### src/rtl/load_store_unit_if.sv
// Bundle of core-side request/response and memory-side signals for load_store_unit.
// slave is the LSU's view; master is the view of the core plus data memory.
interface load_store_unit_if;
  logic        req;
  logic        we;
  logic [2:0]  funct3;
  logic [31:0] addr;
  logic [31:0] wdata;
  logic [31:0] rdata;
  logic        done;
  logic        misaligned;
  logic        stall;
  logic [31:0] mem_A;
  logic [31:0] mem_WD;
  logic        mem_WE;
  logic [31:0] mem_RD;

  modport slave (
    input  req, we, funct3, addr, wdata, mem_RD,
    output rdata, done, misaligned, stall, mem_A, mem_WD, mem_WE
  );

  modport master (
    output req, we, funct3, addr, wdata, mem_RD,
    input  rdata, done, misaligned, stall, mem_A, mem_WD, mem_WE
  );
endinterface

### src/rtl/load_store_unit.sv
// RV32I load/store unit: lane-selected loads, read-modify-write sub-word stores,
// and rejection of misaligned or illegal accesses against a word-only memory.
module load_store_unit (
  input  logic              clk,
  input  logic              rst,
  load_store_unit_if.slave  bus
);

  localparam logic [2:0] F3_B  = 3'b000;
  localparam logic [2:0] F3_H  = 3'b001;
  localparam logic [2:0] F3_W  = 3'b010;
  localparam logic [2:0] F3_BU = 3'b100;
  localparam logic [2:0] F3_HU = 3'b101;

  typedef enum logic [1:0] {
    IDLE,
    ACCESS,
    MERGE,
    DONE
  } state_t;

  state_t      state;
  state_t      next_state;

  logic [31:0] addr_q;
  logic [31:0] wd_q;
  logic [31:0] word_q;
  logic [31:0] rdata_q;
  logic [2:0]  f3_q;
  logic        we_q;
  logic        err_q;

  logic        bad;
  logic        accept;
  logic        sub_store;
  logic [7:0]  byte_lane;
  logic [15:0] half_lane;
  logic [31:0] load_val;
  logic [31:0] merged;

  assign accept    = (state == IDLE) && bus.req;
  assign sub_store = we_q && (f3_q != F3_W);

  // Request legality is judged on the live inputs at acceptance.
  always_comb begin
    bad = 1'b0;
    case (bus.funct3)
      F3_B:    bad = 1'b0;
      F3_H:    bad = bus.addr[0];
      F3_W:    bad = |bus.addr[1:0];
      F3_BU:   bad = bus.we;
      F3_HU:   bad = bus.we | bus.addr[0];
      default: bad = 1'b1;
    endcase
  end

  // State register
  always_ff @(posedge clk) begin
    if (rst) begin
      state <= IDLE;
    end else begin
      state <= next_state;
    end
  end

  // Next-state logic
  always_comb begin
    next_state = state;
    case (state)
      IDLE: begin
        if (bus.req) begin
          next_state = bad ? DONE : ACCESS;
        end
      end
      ACCESS:  next_state = sub_store ? MERGE : DONE;
      MERGE:   next_state = DONE;
      DONE:    next_state = IDLE;
      default: next_state = IDLE;
    endcase
  end

  // Request capture; memory-side outputs depend only on these copies.
  always_ff @(posedge clk) begin
    if (accept) begin
      addr_q <= bus.addr;
      we_q   <= bus.we;
      f3_q   <= bus.funct3;
      wd_q   <= bus.wdata;
    end
    if ((state == ACCESS) && sub_store) begin
      word_q <= bus.mem_RD;
    end
  end

  always_ff @(posedge clk) begin
    if (rst) begin
      err_q   <= 1'b0;
      rdata_q <= '0;
    end else begin
      if (accept) begin
        err_q <= bad;
      end
      if ((state == ACCESS) && !we_q) begin
        rdata_q <= load_val;
      end
    end
  end

  // Load lane selection and extension
  always_comb begin
    byte_lane = bus.mem_RD[{addr_q[1:0], 3'b000} +: 8];
    half_lane = bus.mem_RD[{addr_q[1], 4'b0000} +: 16];
    case (f3_q)
      F3_B:    load_val = {{24{byte_lane[7]}}, byte_lane};
      F3_H:    load_val = {{16{half_lane[15]}}, half_lane};
      F3_BU:   load_val = {24'd0, byte_lane};
      F3_HU:   load_val = {16'd0, half_lane};
      default: load_val = bus.mem_RD;
    endcase
  end

  // Store merge: replace the addressed lane of the word read in ACCESS.
  always_comb begin
    merged = word_q;
    if (f3_q == F3_B) begin
      merged[{addr_q[1:0], 3'b000} +: 8] = wd_q[7:0];
    end else begin
      merged[{addr_q[1], 4'b0000} +: 16] = wd_q[15:0];
    end
  end

  // Output logic; reset suppresses the write in the same cycle it is raised.
  always_comb begin
    bus.mem_A      = {addr_q[31:2], 2'b00};
    bus.mem_WD     = (state == MERGE) ? merged : wd_q;
    bus.mem_WE     = 1'b0;
    bus.done       = 1'b0;
    bus.misaligned = 1'b0;
    bus.stall      = 1'b0;
    bus.rdata      = rdata_q;
    case (state)
      IDLE: begin
        bus.stall = bus.req;
      end
      ACCESS: begin
        bus.stall  = 1'b1;
        bus.mem_WE = we_q && (f3_q == F3_W) && !rst;
      end
      MERGE: begin
        bus.stall  = 1'b1;
        bus.mem_WE = !rst;
      end
      DONE: begin
        bus.done       = 1'b1;
        bus.misaligned = err_q;
      end
      default: begin
        bus.stall = 1'b0;
      end
    endcase
  end

endmodule
### src/flat_wrapper.sv
// flat-port wrapper written by rule: the top's interface ports become plain ports
module load_store_unit_flat 
  (clk, rst, bus_req, bus_we, bus_funct3, bus_addr, bus_wdata, bus_mem_RD, bus_rdata, bus_done, bus_misaligned, bus_stall, bus_mem_A, bus_mem_WD, bus_mem_WE);
  load_store_unit_if bus_i ();
  input  logic clk;
  input  logic rst;
  input wire logic [$bits(bus_i.req)-1:0] bus_req;
  input wire logic [$bits(bus_i.we)-1:0] bus_we;
  input wire logic [$bits(bus_i.funct3)-1:0] bus_funct3;
  input wire logic [$bits(bus_i.addr)-1:0] bus_addr;
  input wire logic [$bits(bus_i.wdata)-1:0] bus_wdata;
  input wire logic [$bits(bus_i.mem_RD)-1:0] bus_mem_RD;
  output wire logic [$bits(bus_i.rdata)-1:0] bus_rdata;
  output wire logic [$bits(bus_i.done)-1:0] bus_done;
  output wire logic [$bits(bus_i.misaligned)-1:0] bus_misaligned;
  output wire logic [$bits(bus_i.stall)-1:0] bus_stall;
  output wire logic [$bits(bus_i.mem_A)-1:0] bus_mem_A;
  output wire logic [$bits(bus_i.mem_WD)-1:0] bus_mem_WD;
  output wire logic [$bits(bus_i.mem_WE)-1:0] bus_mem_WE;
  assign bus_i.req = bus_req;
  assign bus_i.we = bus_we;
  assign bus_i.funct3 = bus_funct3;
  assign bus_i.addr = bus_addr;
  assign bus_i.wdata = bus_wdata;
  assign bus_i.mem_RD = bus_mem_RD;
  assign bus_rdata = bus_i.rdata;
  assign bus_done = bus_i.done;
  assign bus_misaligned = bus_i.misaligned;
  assign bus_stall = bus_i.stall;
  assign bus_mem_A = bus_i.mem_A;
  assign bus_mem_WD = bus_i.mem_WD;
  assign bus_mem_WE = bus_i.mem_WE;
  load_store_unit u_core (.clk(clk), .rst(rst), .bus(bus_i));
endmodule
### config.mk
export PLATFORM = sky130hd
export DESIGN_NAME = load_store_unit_flat
export DESIGN_NICKNAME = d
export VERILOG_FILES = /design/src/rtl/load_store_unit_if.sv /design/src/rtl/load_store_unit.sv /design/src/flat_wrapper.sv
export SDC_FILE = /design/constraint.sdc
export NUM_CORES = 1
export LEC_CHECK = 0
export ABC_AREA = 1
export BUFFER_PORTS_ARGS = -buffer_cell sky130_fd_sc_hd__buf_2
export CAP_MARGIN = 20
export CORE_UTILIZATION = 35
export CTS_CLUSTER_DIAMETER = 120
export DETAILED_ROUTE_END_ITERATION = 8
export MAX_ROUTING_LAYER = met4
export PLACE_DENSITY_LB_ADDON = 0.08
export SLEW_MARGIN = 0
export SYNTH_ARGS = -nofsm -noshare
export SYNTH_HDL_FRONTEND = slang
export SYNTH_SLANG_ARGS = --single-unit
### constraint.sdc
create_clock -name clk -period 3.2 [get_ports clk]
set_input_delay 0 -clock clk [delete_from_list [all_inputs] [get_ports clk]]
set_output_delay 0 -clock clk [all_outputs]
set_load 0.01 [all_outputs]
==> impl_metrics.tcl <==
set metrics [dict create \
    status "completed" \
    n_fill_cell 1876 \
    fmax_mhz 348 \
    worstHoldStart "rst" \
    rows 50 \
    pre_cts_slack_ns 0.786 \
    fin_area_um2 9400 \
    synth.most_common_cell "nand2_1" \
    hold_class "in -> reg" \
    synth_area_um2 6870 \
    grt_start_max_net_pins 43 \
    overflow 0 \
    synth-seq-cells 135 \
    slew_viol_final 0 \
    crit_chain "inv_1 > ha_1 > inv_1 > nand3_1 > o21ai_0 > nand2_1 > nand2_1 > nand2_1 > nand2_1 > buf_2" \
    cp_common_cell "nand2_1" \
    r2r_slack_ns 1.16 \
    cellLeakagePower_nw 4.34 \
    hold_violations 0 \
    insertion_delay_ns 0.42 \
    grt_antenna_before_repair 0 \
    setup_tns_ns 0 \
    initial_core_util_pct 36.2 \
    synth-main-ff-cell "edfxtp_1" \
    utilization_pct 49.6 \
    portBuffers 200 \
    cp-start-kind "flip-flop" \
    die_w_um 142 \
    critPathSlowestCell "edfxtp_1" \
    die_h_um 142 \
    cts.sinks 135 \
    ioPinCount 203 \
    coreArea_um2 19000 \
    setup_ws_ns 0.326 \
    critPathArrivalTime_ns 2.87 \
    fin_cells 1343 \
    critPathKind "reg -> out" \
    setup_violations 0 \
    synthCells 811 \
    ys_types 30 \
    grt_pass1_vias 6041 \
    vias 6215 \
    rr_worst_depth 7 \
    dpl.hpwl_um 14400 \
    wl_per_cell_um 15.4 \
    ir_drop_v 0.000351 \
    grt.met3_usage_pct 4.54 \
    yosys_warnings 0 \
    worstReg2RegEnd "u_core.bus.rdata[19]" \
    placed_cell_area_um2 7820 \
    cts.clk_slew.worst_paths_ns 0.06 \
    holdPathEnd "u_core.state[0]" \
    synth_top_area_share_pct 43.7 \
    avgSynthCellArea_um2 8.47 \
    cp_max_fo 19 \
    r2r-start "u_core.f3_q[0]" \
    synth_area_leaders "edfxtp_1 44%, nand2_1 13%, dfxtp_1 10%, nor2_1 5.7%, a21oi_1 4.3%" \
    use_met2_pct 33.4 \
    final.setup_skew_ns 0.00983 \
    yosysSeqAreaShare_pct 53.9 \
    antenna_cells 0 \
    cts-root-buf "clkbuf_16" \
    cts.path.max_buffers 2 \
    max_stage_delay_ns 0.73 \
    critPathTopFamily "buffers and inverters" \
    htreeDepth 4 \
    synthArstFlopShare_pct 0 \
    min_period_ns 2.87 \
    detail-route-antenna-nets 0 \
    critPathBufInv 3 \
    drt_iter0_markers 535 \
    period_share_pct 89.8 \
    cts_made_buffers 17 \
    endpoint_kind "primary output" \
    max-cap-violations 0 \
    drt_wl_total_um 20700 \
    tightest_slew_ns 0.671 \
    gp_congestion 0.848 \
    die-area_um2 20200 \
    use_met1_pct 29.0 \
    via_per_inst 4.63 \
    rsz0062_at_grt "no" \
    cts_tree "done" \
    place_inst 1211 \
    firstDrtPassIters 5 \
    grt_pass1_wl_um 32200 \
    cp.required_ns 3.20 \
    num-nets-final 1184 \
    drive_gt1_share_pct 23.5 \
    p_per_area_nw_per_um2 741 \
    max-slew-margin-rel_pct 55.2 \
    hold_path_depth 2 \
    synth_top_cell_by_area "edfxtp_1" \
    busiest_layer "met2" \
    synth_common_cells "238 x nand2_1, 105 x nor2_1, 100 x edfxtp_1" \
    post-route-drc-count 0 \
    synth_edf_count 100 \
    track_usage_pct 21.7 \
    areaGrowthSynthToFinish_pct 36.8 \
    crit_start "u_core.addr_q[0]" \
]
sequential cells by signal, summed over array words and instances (netlist names):
signal            flops
u_core.we_q           1
u_core.wd_q          32
u_core.f3_q           3
u_core.state          2
u_core.err_q          1
u_core.word_q        32
u_core.bus.rdata     32
u_core.addr_q        32
power by group:
part / internal [mW] / leakage, nW / total, mW / switching (mW)
clock network: 1.14 / 0.265 / 1.88 / 0.743
logic: 0.895 / 2.86 / 2.51 / 1.62
registers: 2.36 / 1.22 / 2.57 / 0.207
cells by family (layout without fill, tap and decap cells):
logic type / Yosys count / count (layout) / share of synthesized area [%]
flip-flops: 135 / 135 / 53.9
AO/OA/AOI/OAI: 115 / 115 / 8.87
AND/OR/NAND/NOR: 410 / 410 / 24.9
adder cells (fa/ha/maj): 10 / 10 / 1.82
buffers and inverters: 140 / 411 / 10.4
other: 1 / 2 / 0.0546
per-stage QoR:
step | hold WS (ns) | power (mW)
final | 0.0848 | 6.96
after global routing | 0.0945 | 7.45
after CTS | 0.0690 | 7.05
after detailed placement | 0.178 | 5.04
after global placement | 0.176 | 5.04
after floorplan | 0.0989 | 4.25
layout make-up:
class	instances	area, um2	share of cell area [%]
Inverter	72	270	2.88
Clock buffer	19	433	4.61
Sequential cell	135	3700	39.4
Timing Repair Buffer	308	2080	22.1
Clock inverter	12	131	1.40
Multi-Input combinational cell	537	2460	26.1
Tap cell	260	325	3.46
cells in the final DEF (no fill, tap or decap), types with 3 or more instances in the layout:
cell type,n
a21oi_1,59
a31oi_1,9
buf_2,200
buf_4,6
clkbuf_16,17
clkinv_2,3
clkinv_4,3
clkinvlp_4,4
dfxtp_1,35
dlygate4sd3_1,101
edfxtp_1,100
ha_1,10
inv_1,68
inv_2,3
nand2_1,238
nand2_4,4
nand3_1,53
nor2_1,104
nor2_2,3
nor2_4,3
o21ai_0,35
o22ai_1,8
worst register-to-register path: stages, from the launching register on:
cell and delay, ns:
edfxtp_1 0.50, nor2_4 0.18, nand2_4 0.19, inv_2 0.44
nand3_4 0.38, nand3_1 0.21, nand2_1 0.06, inv_1 0.05
routing by layer:
layer	up-vias	share of wire [%]
met5	-	0
met4	0	0.81
met3	15	6.3
met2	205	47
met1	2859	46
li1	3136	-
how the worst max path moves through the flow:
stage / endpoint / slack (ns) / depth (start not counted)
detailed placement: bus_mem_WD[9] / 0.79 / 10
finish: bus_mem_WD[15] / 0.33 / 10
CTS: bus_mem_WD[9] / 0.33 / 10
floorplan: u_core.word_q[0] / 0.65 / 4
global placement: bus_mem_WD[15] / 0.86 / 10
global route: bus_mem_WD[9] / 0.04 / 10
what timing repair did:
| item | 4_1_cts | 5_1_grt |
|---|---|---|
| resized for setup | 0 | 0 |
| setup buffers | 0 | 0 |
| hold endpoints to repair | 130 | 0 |
| hold buffers | 101 | 0 |
(Power assumes the default switching activity.)
